$ cat src/rtl/mcu_spi_hub.sv
// -----------------------------------------------------------------------------
// mcu_spi_hub
//
// Purpose:
//   SPI slave (CPHA = 1, configurable CPOL) that runs entirely in the core
//   clock domain. SCK, SS and MOSI are oversampled through synchronisers, so
//   there is no logic clocked by the SPI clock. The first byte of each
//   transaction selects a target. Every following payload byte is handed to
//   that target through a one-cycle strobe. The target's reply byte is shifted
//   back out on MISO.
//
// Ports:
//   clk           core clock, at least 8x the SCK frequency
//   reset_n       asynchronous active-low reset
//   spi_io_ss     chip select, active low
//   spi_io_clk    SPI clock
//   spi_io_din    MOSI
//   spi_io_dout   MISO, registered in clk
//   mcu_strobe    one-hot pulse per received payload byte
//   mcu_start     pulses with the first payload strobe of a transaction
//   mcu_end       pulses on SS release when a valid or invalid target was seen
//   mcu_err       pulses when the target ID is out of range
//   mcu_target    current target ID
//   mcu_byte_cnt  index of the current payload byte, saturating
//   mcu_din       reply bytes, target t at [8t+7:8t]
//   mcu_dout      last received payload byte
// -----------------------------------------------------------------------------
module mcu_spi_hub #(
  parameter int   NUM_TARGETS = 4,
  parameter logic CPOL        = 1'b1,
  parameter int   CNT_W       = 8,
  parameter int   SYNC_STAGES = 2
) (
  input  logic                     clk,
  input  logic                     reset_n,
  input  logic                     spi_io_ss,
  input  logic                     spi_io_clk,
  input  logic                     spi_io_din,
  output logic                     spi_io_dout,
  output logic [NUM_TARGETS-1:0]   mcu_strobe,
  output logic                     mcu_start,
  output logic                     mcu_end,
  output logic                     mcu_err,
  output logic [7:0]               mcu_target,
  output logic [CNT_W-1:0]         mcu_byte_cnt,
  input  logic [8*NUM_TARGETS-1:0] mcu_din,
  output logic [7:0]               mcu_dout
);

  typedef enum logic [2:0] {
    ST_WAIT_IDLE,
    ST_IDLE,
    ST_TARGET,
    ST_PAYLOAD,
    ST_IGNORE
  } state_t;

  localparam logic [8:0]             NUM_T9   = 9'(NUM_TARGETS);
  localparam logic [CNT_W-1:0]       CNT_MAX  = '1;
  localparam logic [NUM_TARGETS-1:0] ONE_HOT0 = NUM_TARGETS'(1);

  state_t state;
  state_t state_next;

  logic [SYNC_STAGES-1:0] ss_sync;
  logic [SYNC_STAGES-1:0] sck_sync;
  logic [SYNC_STAGES-1:0] mosi_sync;
  logic                   sck_prev;
  logic                   ss_s;
  logic                   sck_s;
  logic                   mosi_s;
  logic                   lead;
  logic                   trail;

  logic [2:0] bit_cnt;
  logic [7:0] rx_sr;
  logic [7:0] rx_byte;
  logic [7:0] tx_sr;
  logic       tgt_done;
  logic       load_tx;
  logic       first_pend;

  logic in_frame;
  logic shift_en;
  logic byte_done;
  logic id_ok;
  logic tgt_ok;
  logic tgt_bad;
  logic pay_done;
  logic end_evt;

  // Synchronisers. SS resets to "selected" so that WAIT_IDLE only leaves
  // after a genuine high level has been observed on the pin; SCK resets to
  // its idle level so that release of reset cannot fake an edge.
  always_ff @(posedge clk or negedge reset_n) begin
    if (!reset_n) begin
      ss_sync   <= '0;
      sck_sync  <= {SYNC_STAGES{CPOL}};
      mosi_sync <= '0;
      sck_prev  <= CPOL;
    end else begin
      ss_sync   <= {ss_sync[SYNC_STAGES-2:0], spi_io_ss};
      sck_sync  <= {sck_sync[SYNC_STAGES-2:0], spi_io_clk};
      mosi_sync <= {mosi_sync[SYNC_STAGES-2:0], spi_io_din};
      sck_prev  <= sck_sync[SYNC_STAGES-1];
    end
  end

  assign ss_s   = ss_sync[SYNC_STAGES-1];
  assign sck_s  = sck_sync[SYNC_STAGES-1];
  assign mosi_s = mosi_sync[SYNC_STAGES-1];

  // Leading edge leaves the idle level, trailing edge returns to it.
  assign lead  = (sck_prev == CPOL) && (sck_s != CPOL);
  assign trail = (sck_prev != CPOL) && (sck_s == CPOL);

  // A byte only completes while SS is still low; a simultaneous SS release
  // takes priority and the byte is dropped.
  assign in_frame  = (state == ST_TARGET) || (state == ST_PAYLOAD) ||
                     (state == ST_IGNORE);
  assign shift_en  = in_frame && trail && !ss_s;
  assign byte_done = shift_en && (bit_cnt == 3'd7);
  assign rx_byte   = {rx_sr[6:0], mosi_s};
  assign id_ok     = {1'b0, rx_byte} < NUM_T9;

  // State register.
  always_ff @(posedge clk or negedge reset_n) begin
    if (!reset_n) begin
      state <= ST_WAIT_IDLE;
    end else begin
      state <= state_next;
    end
  end

  // Next-state logic and the per-cycle events that drive the datapath.
  always_comb begin
    state_next = state;
    tgt_ok     = 1'b0;
    tgt_bad    = 1'b0;
    pay_done   = 1'b0;
    end_evt    = 1'b0;
    case (state)
      ST_WAIT_IDLE: begin
        if (ss_s) state_next = ST_IDLE;
      end
      ST_IDLE: begin
        if (!ss_s) state_next = ST_TARGET;
      end
      ST_TARGET: begin
        if (ss_s) begin
          state_next = ST_IDLE;
        end else if (byte_done) begin
          if (id_ok) begin
            tgt_ok     = 1'b1;
            state_next = ST_PAYLOAD;
          end else begin
            tgt_bad    = 1'b1;
            state_next = ST_IGNORE;
          end
        end
      end
      ST_PAYLOAD: begin
        if (ss_s) begin
          state_next = ST_IDLE;
          end_evt    = 1'b1;
        end else if (byte_done) begin
          pay_done = 1'b1;
        end
      end
      ST_IGNORE: begin
        if (ss_s) begin
          state_next = ST_IDLE;
          end_evt    = 1'b1;
        end
      end
      default: state_next = ST_WAIT_IDLE;
    endcase
  end

  // Receive side: bit/byte assembly, target latch, strobes and byte count.
  always_ff @(posedge clk or negedge reset_n) begin
    if (!reset_n) begin
      bit_cnt      <= '0;
      rx_sr        <= '0;
      mcu_target   <= '0;
      mcu_byte_cnt <= '0;
      mcu_dout     <= '0;
      mcu_strobe   <= '0;
      mcu_start    <= 1'b0;
      mcu_end      <= 1'b0;
      mcu_err      <= 1'b0;
      first_pend   <= 1'b0;
      tgt_done     <= 1'b0;
      load_tx      <= 1'b0;
    end else begin
      mcu_strobe <= '0;
      mcu_start  <= 1'b0;
      mcu_end    <= end_evt;
      mcu_err    <= tgt_bad;
      tgt_done   <= tgt_ok;
      // One cycle of slack after a strobe (or the target byte) so the
      // target can present its next reply before it is sampled.
      load_tx    <= tgt_done || (|mcu_strobe);

      if (!in_frame) begin
        bit_cnt <= '0;
        rx_sr   <= '0;
      end else if (shift_en) begin
        bit_cnt <= bit_cnt + 3'd1;
        rx_sr   <= rx_byte;
      end

      if (tgt_ok || tgt_bad) begin
        mcu_target <= rx_byte;
      end

      if (tgt_ok) begin
        mcu_byte_cnt <= '0;
      end else if ((|mcu_strobe) && (mcu_byte_cnt != CNT_MAX)) begin
        mcu_byte_cnt <= mcu_byte_cnt + 1'b1;
      end

      if (tgt_ok) begin
        first_pend <= 1'b1;
      end else if (pay_done || (state == ST_IDLE)) begin
        first_pend <= 1'b0;
      end

      if (pay_done) begin
        mcu_dout   <= rx_byte;
        mcu_strobe <= ONE_HOT0 << mcu_target;
        mcu_start  <= first_pend;
      end
    end
  end

  // Transmit side. The reply register is loaded well before the next
  // leading edge because SCK is at least 8x slower than clk, so load and
  // shift never need to happen in the same cycle.
  always_ff @(posedge clk or negedge reset_n) begin
    if (!reset_n) begin
      tx_sr       <= '0;
      spi_io_dout <= 1'b0;
    end else if (!in_frame || (state == ST_IGNORE)) begin
      tx_sr       <= '0;
      spi_io_dout <= 1'b0;
    end else if (load_tx) begin
      tx_sr <= mcu_din[{mcu_target, 3'b000} +: 8];
    end else if (lead) begin
      spi_io_dout <= tx_sr[7];
      tx_sr       <= {tx_sr[6:0], 1'b0};
    end
  end

endmodule

$ cat config.mk
export PLATFORM = sky130hd
export DESIGN_NAME = mcu_spi_hub
export DESIGN_NICKNAME = d
export VERILOG_FILES = /design/src/rtl/mcu_spi_hub.sv
export SDC_FILE = /design/constraint.sdc
export NUM_CORES = 1
export LEC_CHECK = 0
export ABC_AREA = 1
export BUFFER_PORTS_ARGS = -buffer_cell sky130_fd_sc_hd__buf_2
export CORE_MARGIN = 2
export CORE_UTILIZATION = 30
export DETAILED_ROUTE_END_ITERATION = 7
export PLACE_DENSITY = 0.49
export SYNTH_ARGS = -nofsm -noshare
export SYNTH_HDL_FRONTEND = slang
export SYNTH_SLANG_ARGS = --single-unit
$ cat constraint.sdc
create_clock -name clk -period 1.5 [get_ports clk]
set_input_delay 0 -clock clk [delete_from_list [all_inputs] [get_ports clk]]
set_output_delay 0 -clock clk [all_outputs]
set_load 0.02 [all_outputs]
==> flow_summary.toml, run 1 <==
[floorplanning]
rows = 36
ios = 69
start_util = 0.308
coreArea_mm2 = 0.00973
die_h_um = 104
fp.dieArea_mm2 = 0.0108
die_width_um = 104

[synthesis]
netlist_top_cells_count = "nand2_1 (122), dfrtp_1 (60), nand3_1 (33), inv_1 (32), nor2_1 (31)"
synth_area_leaders = "dfrtp_1 (50%), nand2_1 (15%), nand3_1 (5.5%)"
syn_inst = 358
synth.top_cell.area_share = 0.501
synth_fp_nets = 398
yosysWarnings = 0
netlist_area_mm2 = 0.00299
seq_area_frac_synth = 0.528
synthArstFlopShare = 1.00
syn_area_per_cell_um2 = 8.36
ys.flop_type = "dfrtp_1"
yosys_register_bits = 63
ys_types = 28
yosysMostFrequentCell = "nand2_1"
synth_edf_count = 0
yosys.area.top_type = "dfrtp_1"

[timing]
min_period_ps = 1420
finalClockSkew_ps = 14.0
fin_setup_tns_ps = 0
maxSlewViolCount = 0
whs_ps = 70.4
slew_headroom = 0.671
worst_pin_slew_ps = 491
fmax_ghz = 0.703
hold_violations = 0
setup_viol = 0
rsz0062_at_grt = "yes"
period_share = 0.948
fin_ws_ps = 77.3

[drt]
drt-total-wl_um = 7350
drtPass1Iterations = 4
via_per_inst = 4.44
drc_errors = 0
vias = 2674
drt_iter0_markers = 98
wire_per_inst_um = 12.2
antenna_left = 0

[clock_network]
cts_root_buf = "clkbuf_8"
clk_latency_ps = 350
cts_tree = "built"
cts.sinks = 63
clk_path_buf_depth = 2
numCtsBuffers = 9
clk_pin_slew_ps = 70
htreeDepth = 3

[global_routing]
grt_pass1_vias = 2614
overflow = 0
track_usage = 0.143
grt_max_degree = 64
antenna_found_initial = 0
grt_pass1_wl_um = 12400

[power]
p_sw_frac = 0.295
clock_power_share = 0.390
leakagePower_nw = 2.12
p_per_area_mw_per_mm2 = 1080
netSwitchingPower_mw = 1.30
combPwrFrac = 0.197
p_total_mw = 4.40
p_seq_frac = 0.413
p_int_mw = 3.10
peakVddDrop_v = 0.000527

[finish]
final_layout_size_suffix_gt1_frac = 0.369
nets = 504
antenna_cells = 0
layout.cells.non_filler = 602
area_growth_pct = 36.2

[outcome]
status = "complete, no violations"

[run]
maxCapViolCount = 0

[critical_path]
arrival_ps = 1700
path_max_fanout = 4
required_ps = 1780
worstSetupPathType = "reg2reg"
start_kind = "flip-flop"
end_kind = "flip-flop"

[place]
place.gp.congestion = 0.737
dp.cells = 577
pre_cts_ws_ps = -51.7
place.port_buffers = 68
hpwlAfterDp_um = 5220

[worst_hold_path]
holdCritPathClass = "in2reg"
## metal layers
metal  track usage  share of wire  up-vias
met5             0              0        -
met4        0.0627          0.016        0
met3        0.0307          0.042       10
met2         0.228           0.48       42
met1         0.189           0.47     1259
li1              -              -     1363
## power by group through the flow
stage	combinational, mW	sequential [mW]	clock, mW
5_1_grt	0.973	1.83	1.84
3_5_place_dp	0.764	1.85	0
3_3_place_gp	0.760	1.85	0
6_report	0.866	1.82	1.71
2_1_floorplan	0.413	1.85	0
4_1_cts	0.774	1.82	1.76
## cell families (layout without fill, tap and decap cells)
kind of cell	count (synthesis)	count (layout)	synth area share
simple gates	208	209	0.308
compound gates	40	40	0.0903
buf+inv	44	154	0.0610
flops	63	63	0.528
fa+ha+maj	3	3	0.0125
## registers in the layout (all words and copies together), names as in the netlist
name and cells:
mcu_target 8, mcu_end 1, mosi_sync 2, sck_sync 2
mcu_dout 8, mcu_strobe 4, rx_sr 7, tgt_done 1
ss_sync 2, state 3, first_pend 1, spi_io_dout 1
sck_prev 1, bit_cnt 3, mcu_err 1, mcu_byte_cnt 8
tx_sr 8, load_tx 1, mcu_start 1
## per-stage QoR
step / utilization / area [um^2]
4_1_cts: 0.404 / 3930
2_1_floorplan: - / 2990
3_5_place_dp: 0.376 / 3650
5_1_grt: 0.419 / 4080
3_3_place_gp: 0.376 / 3650
6_report: 0.419 / 4080
## timing repair
action,4_1_cts,5_1_grt
pin swaps,0,6
resized for setup,3,32
gates cloned,0,1
hold buffers,4,0
setup endpoints to repair,23,38
endpoints found under the hold margin,66,0
buffers inserted,0,4
## worst paths after layout
| kind | start | endpoint | slack (ps) | cells past startpoint |
|---|---|---|---|---|
| min in group asynchronous | reset_n | mcu_dout[5] | 200 | 3 |
| worst min-delay path | mcu_din[2] | tx_sr[2] | 70 | 7 |
| max in group asynchronous | reset_n | sck_prev | 990 | 3 |
| worst min register to register | sck_sync[0] | sck_sync[1] | 360 | 0 |
| worst max register to register | sck_sync[1] | mcu_strobe[1] | 80 | 7 |
| worst max-delay path | sck_sync[1] | mcu_strobe[1] | 80 | 7 |
## cell usage in the layout (no fill, tap or decap), types with 3 or more instances in the layout
cell             n
nand3_4          3
dlygate4sd3_1    4
nand2_2          8
o21ai_0         10
inv_2            4
nand4_1          4
buf_4           26
inv_1           30
nor3_2           4
dfstp_2          3
nor2_2           6
buf_2           68
nand2_4          3
clkbuf_8        10
nand2_1        114
o22ai_1          8
a21oi_1          4
dfrtp_1         58
nand3_1         30
o21ai_2         16
nor2_1          25
nor2_4           3
nand3_2          3
## cell type report
| class | instances | area [um^2] |
|---|---|---|
| inverters | 38 | 148 |
| fillers | 1014 | 5650 |
| repair buffers | 100 | 607 |
| clock inverters | 6 | 92.6 |
| multi-input cells | 252 | 1350 |
| well taps | 133 | 166 |
| flip-flops and latches | 63 | 1580 |
| clock buffers | 10 | 138 |
## worst max-delay path, stage by stage (launching register included)
cell and delay (ps):
dfstp_2 530, inv_1 70, nor3_4 170, nand3_4 140, nor2_4 150, buf_6 130
nand3_2 70, nor2_1 110
No activity file was read; power rests on OpenSTA's default activity.
==> run 2: changes to the inputs <==
--- a/config.mk
+++ b/config.mk
@@ -7,10 +7,12 @@
 export LEC_CHECK = 0
 export ABC_AREA = 1
 export BUFFER_PORTS_ARGS = -buffer_cell sky130_fd_sc_hd__buf_2
+export CAP_MARGIN = 15
 export CORE_MARGIN = 2
 export CORE_UTILIZATION = 30
 export DETAILED_ROUTE_END_ITERATION = 7
 export PLACE_DENSITY = 0.49
+export REMOVE_ABC_BUFFERS = 1
 export SYNTH_ARGS = -nofsm -noshare
 export SYNTH_HDL_FRONTEND = slang
 export SYNTH_SLANG_ARGS = --single-unit
==> run 2 against run 1 <==
Against the previous run: sequential share of layout area is 0.33 points lower; routed wire length is 0.27% higher; clock-buffer cell count is 1 higher; register-to-register slack worse by 40 ps; sequential cell count stayed put; critical endpoint is now mcu_dout[6]; largest power group unchanged; highest routed layer unchanged.
==> flow_summary.toml, run 2 (synthesis results as in run 1) <==
[outcome]
status = "complete, no violations"

[floorplanning]
rows = 36
coreArea_mm2 = 0.00973
fp.dieArea_mm2 = 0.0108
die_h_um = 104
ios = 69
start_util = 0.308
die_width_um = 104

[critical_path]
worstSetupPathType = "reg2reg"
end_kind = "flip-flop"
arrival_ps = 1690
r2r_start = "sck_sync[1]"
path_max_fanout = 8
r2r-end = "mcu_dout[6]"
required_ps = 1740
start_kind = "flip-flop"
reg2regPathDepth = 8
rrSetupSlack_ps = 40

[timing]
period_share = 0.973
hold_violations = 0
setup_viol = 0
fin_ws_ps = 41.0
slew_headroom = 0.649
fin_setup_tns_ps = 0
min_period_ps = 1460
worst_pin_slew_ps = 526
rsz0062_at_grt = "yes"
maxSlewViolCount = 0
whs_ps = 66.5
fmax_ghz = 0.685
finalClockSkew_ps = 12.4

[finish]
antenna_cells = 0
final_layout_size_suffix_gt1_frac = 0.367
area_growth_pct = 37.4
layout_common_cells = "nand2_1 (109), buf_2 (68), dfrtp_1 (58)"
layout.cells.non_filler = 602
final_cell_area_mm2 = 0.00411
nets = 504
final_common_cell = "nand2_1"
final_core_utilization = 0.423

[drt]
wire_per_inst_um = 12.2
drt_iter0_markers = 144
drc_errors = 0
via_per_inst = 4.46
drt-total-wl_um = 7370
drtPass1Iterations = 4
antenna_left = 0
vias = 2684

[run]
maxCapViolCount = 0

[global_routing]
overflow = 0
met3_usage = 0.0439
busiest_layer = "met2"
antenna_found_initial = 0
global_route.usage.met2 = 0.211
grt_pass1_vias = 2546
grt_use_met1 = 0.187
grt_max_degree = 34
track_usage = 0.139
grt_pass1_wl_um = 12200

[clock_network]
htreeDepth = 3
clk_pin_slew_ps = 70
cts.sinks = 63
cts_root_buf = "clkbuf_8"
clk_path_buf_depth = 2
numCtsBuffers = 9
clk_latency_ps = 340
cts_tree = "built"

[place]
dp.cells = 577
hpwlAfterDp_um = 5220
place.gp.congestion = 0.796
pre_cts_ws_ps = -123
place.port_buffers = 68
placed_area_mm2 = 0.00367

[power]
peakVddDrop_v = 0.000559
p_total_mw = 4.37
leakagePower_nw = 2.14
p_per_area_mw_per_mm2 = 1060

[worst_hold_path]
holdCritPathClass = "in2reg"
whs_endpoint = "tx_sr[4]"
holdPathStages = 7
hold_path.startpoint = "mcu_din[20]"
run 2: cell types whose count changed in the layout (fill, tap and decap cells not counted), sizes merged:
cell	change
inv	-1
clkinvlp	+1
clkinv	-1
buf	-1
clkbuf	+2
run 2: worst max-delay path by stage:
stage                             start             to  slack, ps
final                       sck_sync[1]    mcu_dout[6]         40
after global routing        sck_sync[1]    mcu_dout[6]        -40
after CTS                   sck_sync[1]  mcu_target[3]        -20
after detailed placement  mcu_target[3]       tx_sr[6]       -120
after global placement      sck_sync[1]  mcu_target[7]         -3
after floorplan           mcu_target[0]       tx_sr[1]       -200
run 2: report_power, final:
part           internal, mW  leakage, nW  switching [mW]
registers              1.76        0.853          0.0675
logic                 0.338         1.18           0.502
clock network          1.02        0.112           0.677
run 2: final cells by class:
| class | instances | area [um^2] |
|---|---|---|
| Fill cell | 998 | 5620 |
| Sequential cell | 63 | 1580 |
| Multi-Input combinational cell | 252 | 1350 |
| Timing Repair Buffer | 100 | 637 |
| Tap cell | 133 | 166 |
| Clock buffer | 11 | 151 |
| Inverter | 38 | 151 |
| Clock inverter | 5 | 80.1 |
run 2: per-layer routing:
metal / routed length, um / part of all wire
met1: 3550 / 0.48
met2: 3320 / 0.45
met3: 378 / 0.051
met4: 119 / 0.016
met5: 0 / 0
run 2: worst max-delay path, stage by stage (launching register included):
cell and delay (ps):
dfstp_2 540, inv_2 50, nor3_4 170, nand3_4 140
nor2_4 130, inv_4 60, buf_12 150, nand2_1 70
o21ai_2 50
run 2: timing repair:
| item | 4_1_cts | 5_1_grt |
|---|---|---|
| hold endpoints to repair | 23 | 0 |
| pin swaps | 0 | 4 |
| endpoints found under the setup margin | 16 | 44 |
| resized for setup | 2 | 35 |
| hold buffers | 4 | 0 |
| gates cloned | 0 | 2 |
| setup buffers | 0 | 3 |
==> run 3: changes to the inputs <==
--- a/config.mk
+++ b/config.mk
@@ -5,13 +5,13 @@
 export SDC_FILE = /design/constraint.sdc
 export NUM_CORES = 1
 export LEC_CHECK = 0
-export ABC_AREA = 1
 export BUFFER_PORTS_ARGS = -buffer_cell sky130_fd_sc_hd__buf_2
 export CAP_MARGIN = 15
 export CORE_MARGIN = 2
 export CORE_UTILIZATION = 30
+export CTS_CLUSTER_DIAMETER = 60
 export DETAILED_ROUTE_END_ITERATION = 7
-export PLACE_DENSITY = 0.49
+export PLACE_DENSITY = 0.5
 export REMOVE_ABC_BUFFERS = 1
 export SYNTH_ARGS = -nofsm -noshare
 export SYNTH_HDL_FRONTEND = slang
==> run 3 against run 2 <==
Against the previous run: the run now ends with negative setup slack left; non-clock buffer count increased by 19; first-iteration DRC count shrank 55%; combinational power shrank 61%; critical path depth shrank 4; area after synthesis fell by 4.5%; critical endpoint is now state[1].
==> flow_summary.toml, run 3 <==
[finish]
final_layout_size_suffix_gt1_frac = 0.580
final_cell_area_mm2 = 0.00428
nets = 404
fillers = 901
layout_common_cells = "buf_2 (69), dfrtp_1 (59), buf_4 (30)"
area_growth_pct = 49.8
final_core_utilization = 0.464
regArea_mm2 = 0.00158
multiInputGateArea_mm2 = 0.00149
final_common_cell = "buf_2"
antenna_cells = 0
layout.cells.non_filler = 498

[power]
peakVddDrop_v = 0.000365
leakagePower_nw = 2.10
p_per_area_mw_per_mm2 = 821
p_total_mw = 3.52

[synthesis]
synth.area.mux_share = 0.125
synthArstFlopShare = 1.00
yosys_register_bits = 63
yosysMostFrequentCell = "dfrtp_1"
synth-xor-area-share = 0.0214
synthSimpleGateAreaFrac = 0.168
synth.top_cell.area_share = 0.525
yosysWarnings = 0
synthAdderAreaFrac = 0.0131
ys.flop_type = "dfrtp_1"
seq_area_frac_synth = 0.552
yosys.area.top_type = "dfrtp_1"
synth-compound-area-share = 0.0927
ys_types = 44
synth_edf_count = 0
netlist_area_mm2 = 0.00286
synth_area_leaders = "dfrtp_1 (52%), mux4_2 (6.3%), mux2_2 (5.5%)"
synth_top_family_by_area = "simple AND/OR/NAND/NOR gates"
netlist_top_cells_count = "dfrtp_1 (60), nand2_1 (31), nor2_1 (17), mux2_2 (14), o21ai_0 (14)"
syn_area_per_cell_um2 = 11.6
syn_inst = 246

[timing]
fmax_ghz = 0.606
maxSlewViolCount = 0
setup_viol = 43
slew_headroom = 0.609
fin_setup_tns_ps = -4120
whs_ps = 150
finalClockSkew_ps = 10.9
hold_violations = 0
rsz0062_at_grt = "yes"
fin_ws_ps = -150
min_period_ps = 1650
period_share = 1.10
worst_pin_slew_ps = 582

[drt]
via_per_inst = 4.66
drtPass1Iterations = 4
drc_errors = 0
routed.top_layer = "met4"
antenna_left = 0
m1WireLength_um = 3210
vias = 2323
drt_iter0_markers = 65
wl_met3_um = 286
wire_per_inst_um = 14.4
wl_met2_um = 3590
drt-total-wl_um = 7180

[floorplanning]
fp.dieArea_mm2 = 0.0103
die_h_um = 102
start_util = 0.310
coreArea_mm2 = 0.00924
rows = 35
die_width_um = 102
ios = 69

[global_routing]
overflow = 0
track_usage = 0.141
grt_pass1_vias = 2312
grt_max_degree = 64
grt_pass1_wl_um = 11400
antenna_found_initial = 0

[clock_network]
clk_path_buf_depth = 2
numCtsBuffers = 9
cts_tree = "built"
cts_root_buf = "clkbuf_8"
htreeDepth = 3
clk_pin_slew_ps = 60
cts.sinks = 63
clk_latency_ps = 330

[place]
placed_area_mm2 = 0.00365
hpwlAfterDp_um = 4780
dp.cells = 470
pre_cts_ws_ps = -243
place.gp.congestion = 0.769
place.port_buffers = 68

[worst_hold_path]
holdCritPathClass = "in2reg"

[critical_path]
arrival_ps = 1860
worstSetupPathType = "reg2reg"
path_max_fanout = 5
end_kind = "flip-flop"
required_ps = 1710
start_kind = "flip-flop"

[outcome]
violations = "negative setup slack"
status = "complete, but fails checks"

[run]
maxCapViolCount = 0
run 3: per-layer routing:
layer | GRT usage | vias to the layer above
met1 | 0.186 | 1159
li1 | - | 1114
met3 | 0.0255 | 6
met4 | 0.0530 | 0
met5 | 0 | -
met2 | 0.231 | 44
run 3: worst paths after layout:
check / from / endpoint / slack, ps / cells after the start
worst min-delay path: mcu_din[0] / tx_sr[0] / 150 / 4
max in group asynchronous: reset_n / mcu_target[1] / 990 / 3
min in group asynchronous: reset_n / mcu_dout[4] / 210 / 3
worst max-delay path: sck_sync[1] / state[1] / -150 / 4
worst max register to register: sck_sync[1] / state[1] / -150 / 4
worst min register to register: ss_sync[0] / ss_sync[1] / 350 / 0
run 3: where the power goes:
part | internal (mW) | leakage, nW | switching [mW]
Sequential | 1.73 | 0.853 | 0.0233
Combinational | 0.162 | 1.14 | 0.164
Clock | 0.806 | 0.100 | 0.629
Total | 2.70 | 2.10 | 0.816
run 3: cell type report:
type / instances / share of cell area
well taps: 129 / 0.0377
multi-input cells: 167 / 0.349
clock buffers: 12 / 0.0339
inverters: 4 / 0.00350
flip-flops and latches: 63 / 0.369
repair buffers: 119 / 0.197
clock inverters: 4 / 0.0105
run 3: worst max-delay path, stage by stage, from the launching register on:
cell     delay (ps)
dfstp_2         540
or3b_4          410
a21oi_4         230
nand2_2         120
o31a_1          240
run 3: cells by family after synthesis:
family	Yosys count
XOR/XNOR	7
AO/OA/AOI/OAI	41
adder cells (fa/ha/maj)	3
multiplexers	24
buffers and inverters	16
AND/OR/NAND/NOR	92
flip-flops	63
run 3: what timing repair did:
action                                  CTS  global route
buffers inserted                          6             2
resized for setup                        54            44
pin swaps                                13            17
hold buffers                              4             0
endpoints found under the setup margin   50            53
cloned                                    2             1
hold endpoints to repair                 66             0
